File: src/rtl/word_serializer.sv
`default_nettype none
// ============================================================================
// word_serializer: valid/ready parallel-to-serial unloader; each bit is held
// for PERIOD clocks and announced by a one-cycle sout_en strobe.
// Revision: 1.0
// ============================================================================
module word_serializer #(
    parameter int W         = 8,
    parameter int PERIOD    = 3,
    parameter bit MSB_FIRST = 1'b1
) (
    input  logic         clk,
    input  logic         rst_b,
    input  logic [W-1:0] din,
    input  logic         din_valid,
    output logic         din_ready,
    output logic         sout,
    output logic         sout_en,
    output logic         frame,
    output logic         done
);

    localparam int BCNT_W = (W > 1) ? $clog2(W) : 1;
    localparam int PCNT_W = (PERIOD > 1) ? $clog2(PERIOD) : 1;
    localparam logic [BCNT_W-1:0] BCNT_LAST = BCNT_W'(W - 1);
    localparam logic [PCNT_W-1:0] PCNT_LAST = PCNT_W'(PERIOD - 1);

    typedef enum logic [0:0] {
        IDLE  = 1'b0,
        SHIFT = 1'b1
    } state_t;

    state_t              state_q, state_d;
    logic [W-1:0]        sr_q, sr_d;
    logic [BCNT_W-1:0]   bcnt_q, bcnt_d;
    logic [PCNT_W-1:0]   pcnt_q, pcnt_d;
    logic                sout_q, sout_d;
    logic                sout_en_q, sout_en_d;
    logic                frame_q, frame_d;

    logic                w_last_cycle;
    logic                w_accept;
    logic [W-1:0]        w_sr_shifted;
    logic                w_next_bit;
    logic                w_first_bit;

    assign w_last_cycle = (state_q == SHIFT) && (bcnt_q == BCNT_LAST) && (pcnt_q == PCNT_LAST);
    assign din_ready    = (state_q == IDLE) || w_last_cycle;
    assign done         = w_last_cycle;
    assign w_accept     = din_valid && din_ready;

    // The bit on sout always sits at the output end of sr, so shifting once
    // exposes the next bit at that same end.
    assign w_sr_shifted = MSB_FIRST ? {sr_q[W-2:0], 1'b0} : {1'b0, sr_q[W-1:1]};
    assign w_next_bit   = MSB_FIRST ? w_sr_shifted[W-1] : w_sr_shifted[0];
    assign w_first_bit  = MSB_FIRST ? din[W-1] : din[0];

    always_comb begin
        state_d   = state_q;
        sr_d      = sr_q;
        bcnt_d    = bcnt_q;
        pcnt_d    = pcnt_q;
        sout_d    = sout_q;
        sout_en_d = 1'b0;
        frame_d   = frame_q;

        if (w_accept) begin
            state_d   = SHIFT;
            sr_d      = din;
            bcnt_d    = '0;
            pcnt_d    = '0;
            sout_d    = w_first_bit;
            sout_en_d = 1'b1;
            frame_d   = 1'b1;
        end else if (state_q == SHIFT) begin
            if (pcnt_q != PCNT_LAST) begin
                pcnt_d = pcnt_q + PCNT_W'(1);
            end else if (bcnt_q != BCNT_LAST) begin
                pcnt_d    = '0;
                bcnt_d    = bcnt_q + BCNT_W'(1);
                sr_d      = w_sr_shifted;
                sout_d    = w_next_bit;
                sout_en_d = 1'b1;
            end else begin
                state_d = IDLE;
                sout_d  = 1'b0;
                frame_d = 1'b0;
            end
        end
    end

    always_ff @(posedge clk or negedge rst_b) begin
        if (!rst_b) begin
            state_q   <= IDLE;
            sr_q      <= '0;
            bcnt_q    <= '0;
            pcnt_q    <= '0;
            sout_q    <= 1'b0;
            sout_en_q <= 1'b0;
            frame_q   <= 1'b0;
        end else begin
            state_q   <= state_d;
            sr_q      <= sr_d;
            bcnt_q    <= bcnt_d;
            pcnt_q    <= pcnt_d;
            sout_q    <= sout_d;
            sout_en_q <= sout_en_d;
            frame_q   <= frame_d;
        end
    end

    assign sout    = sout_q;
    assign sout_en = sout_en_q;
    assign frame   = frame_q;

endmodule
`default_nettype wire

File: config.mk
export PLATFORM = sky130hd
export DESIGN_NAME = word_serializer
export DESIGN_NICKNAME = d
export VERILOG_FILES = /design/src/rtl/word_serializer.sv
export SDC_FILE = /design/constraint.sdc
export NUM_CORES = 1
export LEC_CHECK = 0
export CAP_MARGIN = 20
export CORE_MARGIN = 3
export CORE_UTILIZATION = 59
export CTS_CLUSTER_SIZE = 25
export DETAILED_ROUTE_END_ITERATION = 10
export DONT_BUFFER_PORTS = 1
export HOLD_SLACK_MARGIN = 0.1
export MAX_ROUTING_LAYER = met4
export PLACE_DENSITY_LB_ADDON = 0.3
export REMOVE_ABC_BUFFERS = 1
export SYNTH_ARGS = -nofsm -noshare
export SYNTH_HDL_FRONTEND = slang
export SYNTH_SLANG_ARGS = --single-unit
File: constraint.sdc
create_clock -name clk -period 1.9 [get_ports clk]
set_input_delay 0.38 -clock clk [delete_from_list [all_inputs] [get_ports clk]]
set_output_delay 0.38 -clock clk [all_outputs]
set_load 0.005 [all_outputs]
==> qor.txt <==
CTS Buffer Depth = 2
R2R depth = 6
final period utilization = 94.2%
All-Layer GR Usage = 16.1%
# clock sinks = 16
die width = 42.7 µm
most frequent cells after synthesis = dfrtp_1, nor2_1
IO Pins = 16
WL per Instance = 14.9 µm
Leak Pwr = 0.385 nW
Fillers = 101
sequential cell area = 400 µm²
hpwl dp = 977 µm
RSZ-0062 raised after global routing = false
PD cells = 1380 nW/µm²
# setup viols final = 0
remaining antenna violation count after routing = 0
Final Critical Period = 1.79 ns
row cnt = 12
Main synth FF type = dfrtp_1
Slew @ Worst Pin = 0.704 ns
Initial Util = 67.1%
area of the multi-input gates = 354 µm²
Worst EP arrival = 1.41 ns
max incr delay on CP = 0.37 ns
Setup crit end kind = output pin
Clock transition at path regs = 0.09 ns
r2r startpoint = bcnt_q[0]
Synth Area in Compound Gates = 17.6%
DIE HEIGHT = 42.7 µm
core area = 1190 µm²
First DRT Iteration DRCs = 19
Via density = 5.92
Setup TNS Final = 0 ns
first-pass GRT wire length = 2200 µm
CP delay by family, top = adder cells
syn_area_per_cell = 10.9 µm²
hold wc startpoint = din_valid
Hold Path End = state_q
Peak VDD IR = 773 µV
post-synth top area cell = dfrtp_1
clk_skew = 0.00664 ns
number of global-route vias before repair = 542
most used cell, CP = ha_1
Fmax = 559 MHz
critical path cell sequence = ha_1 -> ha_1 -> inv_1 -> o21ai_1
Synth cell types = 24
Hold Vio Cnt, Final = 0
largest net degree at the start of global routing = 17
most common cell in the netlist = dfrtp_1
Async SR Flop Fraction = 100%
Synth Area in XOR/XNOR = 0%
Vias = 527
global route overflow = 0
CP max-delay cell = dfrtp_1
worst hold slack = 0.229 ns
status = complete, no violations
max_cap viols = 0
largest family of logic cells by synthesized area = compound AO/OA/AOI/OAI gates
crit-path max FO = 5
yosys warns = 0
TritonCTS Buffers = 3
Slew Limit Fails = 0
CP Data Required Time = 1.52 ns
relative slew slack = 52.9%
Pre-antenna DRT Iters = 4
adder-cell share of the synthesized area = 3.14%
Reg2Reg Capture Point = sr_q[5]
CTS H-tree lvls = 1
final RePlAce weighted congestion = 0.747
Post-synth EDFFs = 0
share of layout cells above drive strength 1 = 12.0%
Mapped Area = 796 µm²
Startpoint Class = register
mux contribution to synthesized area = 7.70%
Simple-Gate Fraction of Synth Area = 16.0%
r2r setup slk = 0.15 ns
Hold Path Depth = 2
full die area = 1830 µm²
Hold Path Class = input port to register
root buffer cell = clkbuf_4
crit path kind = register to output pin
initial antenna violation count = 0
synthesized flop and latch total = 16
top cells by area, synth = dfrtp_1, mux2i_1, nor2_1, a2bb2oi_4, a21oi_1
critical path buffer and inverter count = 1
CTS tree = yes
Clock Latency Late Sink = 0.27 ns
antenna fix cells = 0
DRC viols = 0
post-synthesis sequential area ratio = 50.3%
Final #Nets = 90
total routed wirelength = 1330 µm
Yosys top cell area share = 50.3%
Area growth, synth to finish = 3.46%
IO buf count = 0
post-CTS setup buffers = 0
Mapped Cells = 73
==> final cells by class <==
cell class / count / share of cell area, %
Inverter: 5 / 2.28
Multi-Input combinational cell: 50 / 43.0
Tap cell: 14 / 2.13
Sequential cell: 16 / 48.6
Clock buffer: 3 / 2.74
Timing Repair Buffer: 1 / 1.22
==> state kept, by name (all words and copies together), names as in the netlist <==
register	flops
bcnt_q	3
sout	1
sout_en	1
pcnt_q	2
state_q	1
frame	1
sr_q	7
==> how the worst max path moves through the flow <==
stage | start | end | slack [ns] | cells past startpoint
6_report | bcnt_q[0] | din_ready | 0.11 | 4
5_1_grt | bcnt_q[0] | sr_q[1] | 0.01 | 6
4_1_cts | bcnt_q[0] | din_ready | 0.02 | 4
3_5_place_dp | bcnt_q[0] | sr_q[5] | 0.16 | 6
3_3_place_gp | bcnt_q[0] | sr_q[6] | 0.22 | 6
2_1_floorplan | bcnt_q[0] | sr_q[5] | 0.31 | 6
==> cell usage in the layout, fill, tap and decap left out, types with 2 or more instances in the layout <==
master     n
dfrtp_1   16
nand3_1    4
nor2_1    10
nand2_1    5
o22ai_1    3
mux2i_1    5
ha_1       2
o21ai_0    2
inv_1      5
clkbuf_4   3
a21oi_1    5
==> per-layer routing <==
layer / wire length, µm / GRT usage (%)
met2: 622 / 24.0
met1: 617 / 20.3
met5: 0 / -
met3: 56 / 2.54
met4: 31 / 9.94
==> what timing repair did <==
| action | CTS | global route |
|---|---|---|
| gates resized for setup | 0 | 1 |
| hold buffers | 1 | 0 |
| endpoints found under the setup margin | 0 | 1 |
| endpoints found under the hold margin | 16 | 0 |
==> where the power goes <==
| group | internal (mW) | switching, mW |
|---|---|---|
| clock | 0.0733 | 0.0951 |
| sequential | 0.483 | 0.0964 |
| combinational | 0.183 | 0.207 |
==> logic make-up (layout without fill, tap and decap cells) <==
logic type / Yosys count / in the layout
simple gates: 25 / 25
buf+inv: 7 / 9
mux: 6 / 6
flops: 16 / 16
fa+ha+maj: 2 / 2
compound gates: 17 / 17
==> through the flow <==
step	power [mW]	util (%)	instance area [µm²]	std cells	setup WS (ns)
floorplan	0.886	-	773	71	0.311
global placement	0.947	66.7	791	85	0.222
detailed placement	0.971	66.7	791	85	0.163
CTS	1.15	69.4	823	89	0.0237
global route	1.24	69.4	823	89	0.0115
finish	1.14	69.4	823	89	0.111
Power figures use the tool's default switching activity.
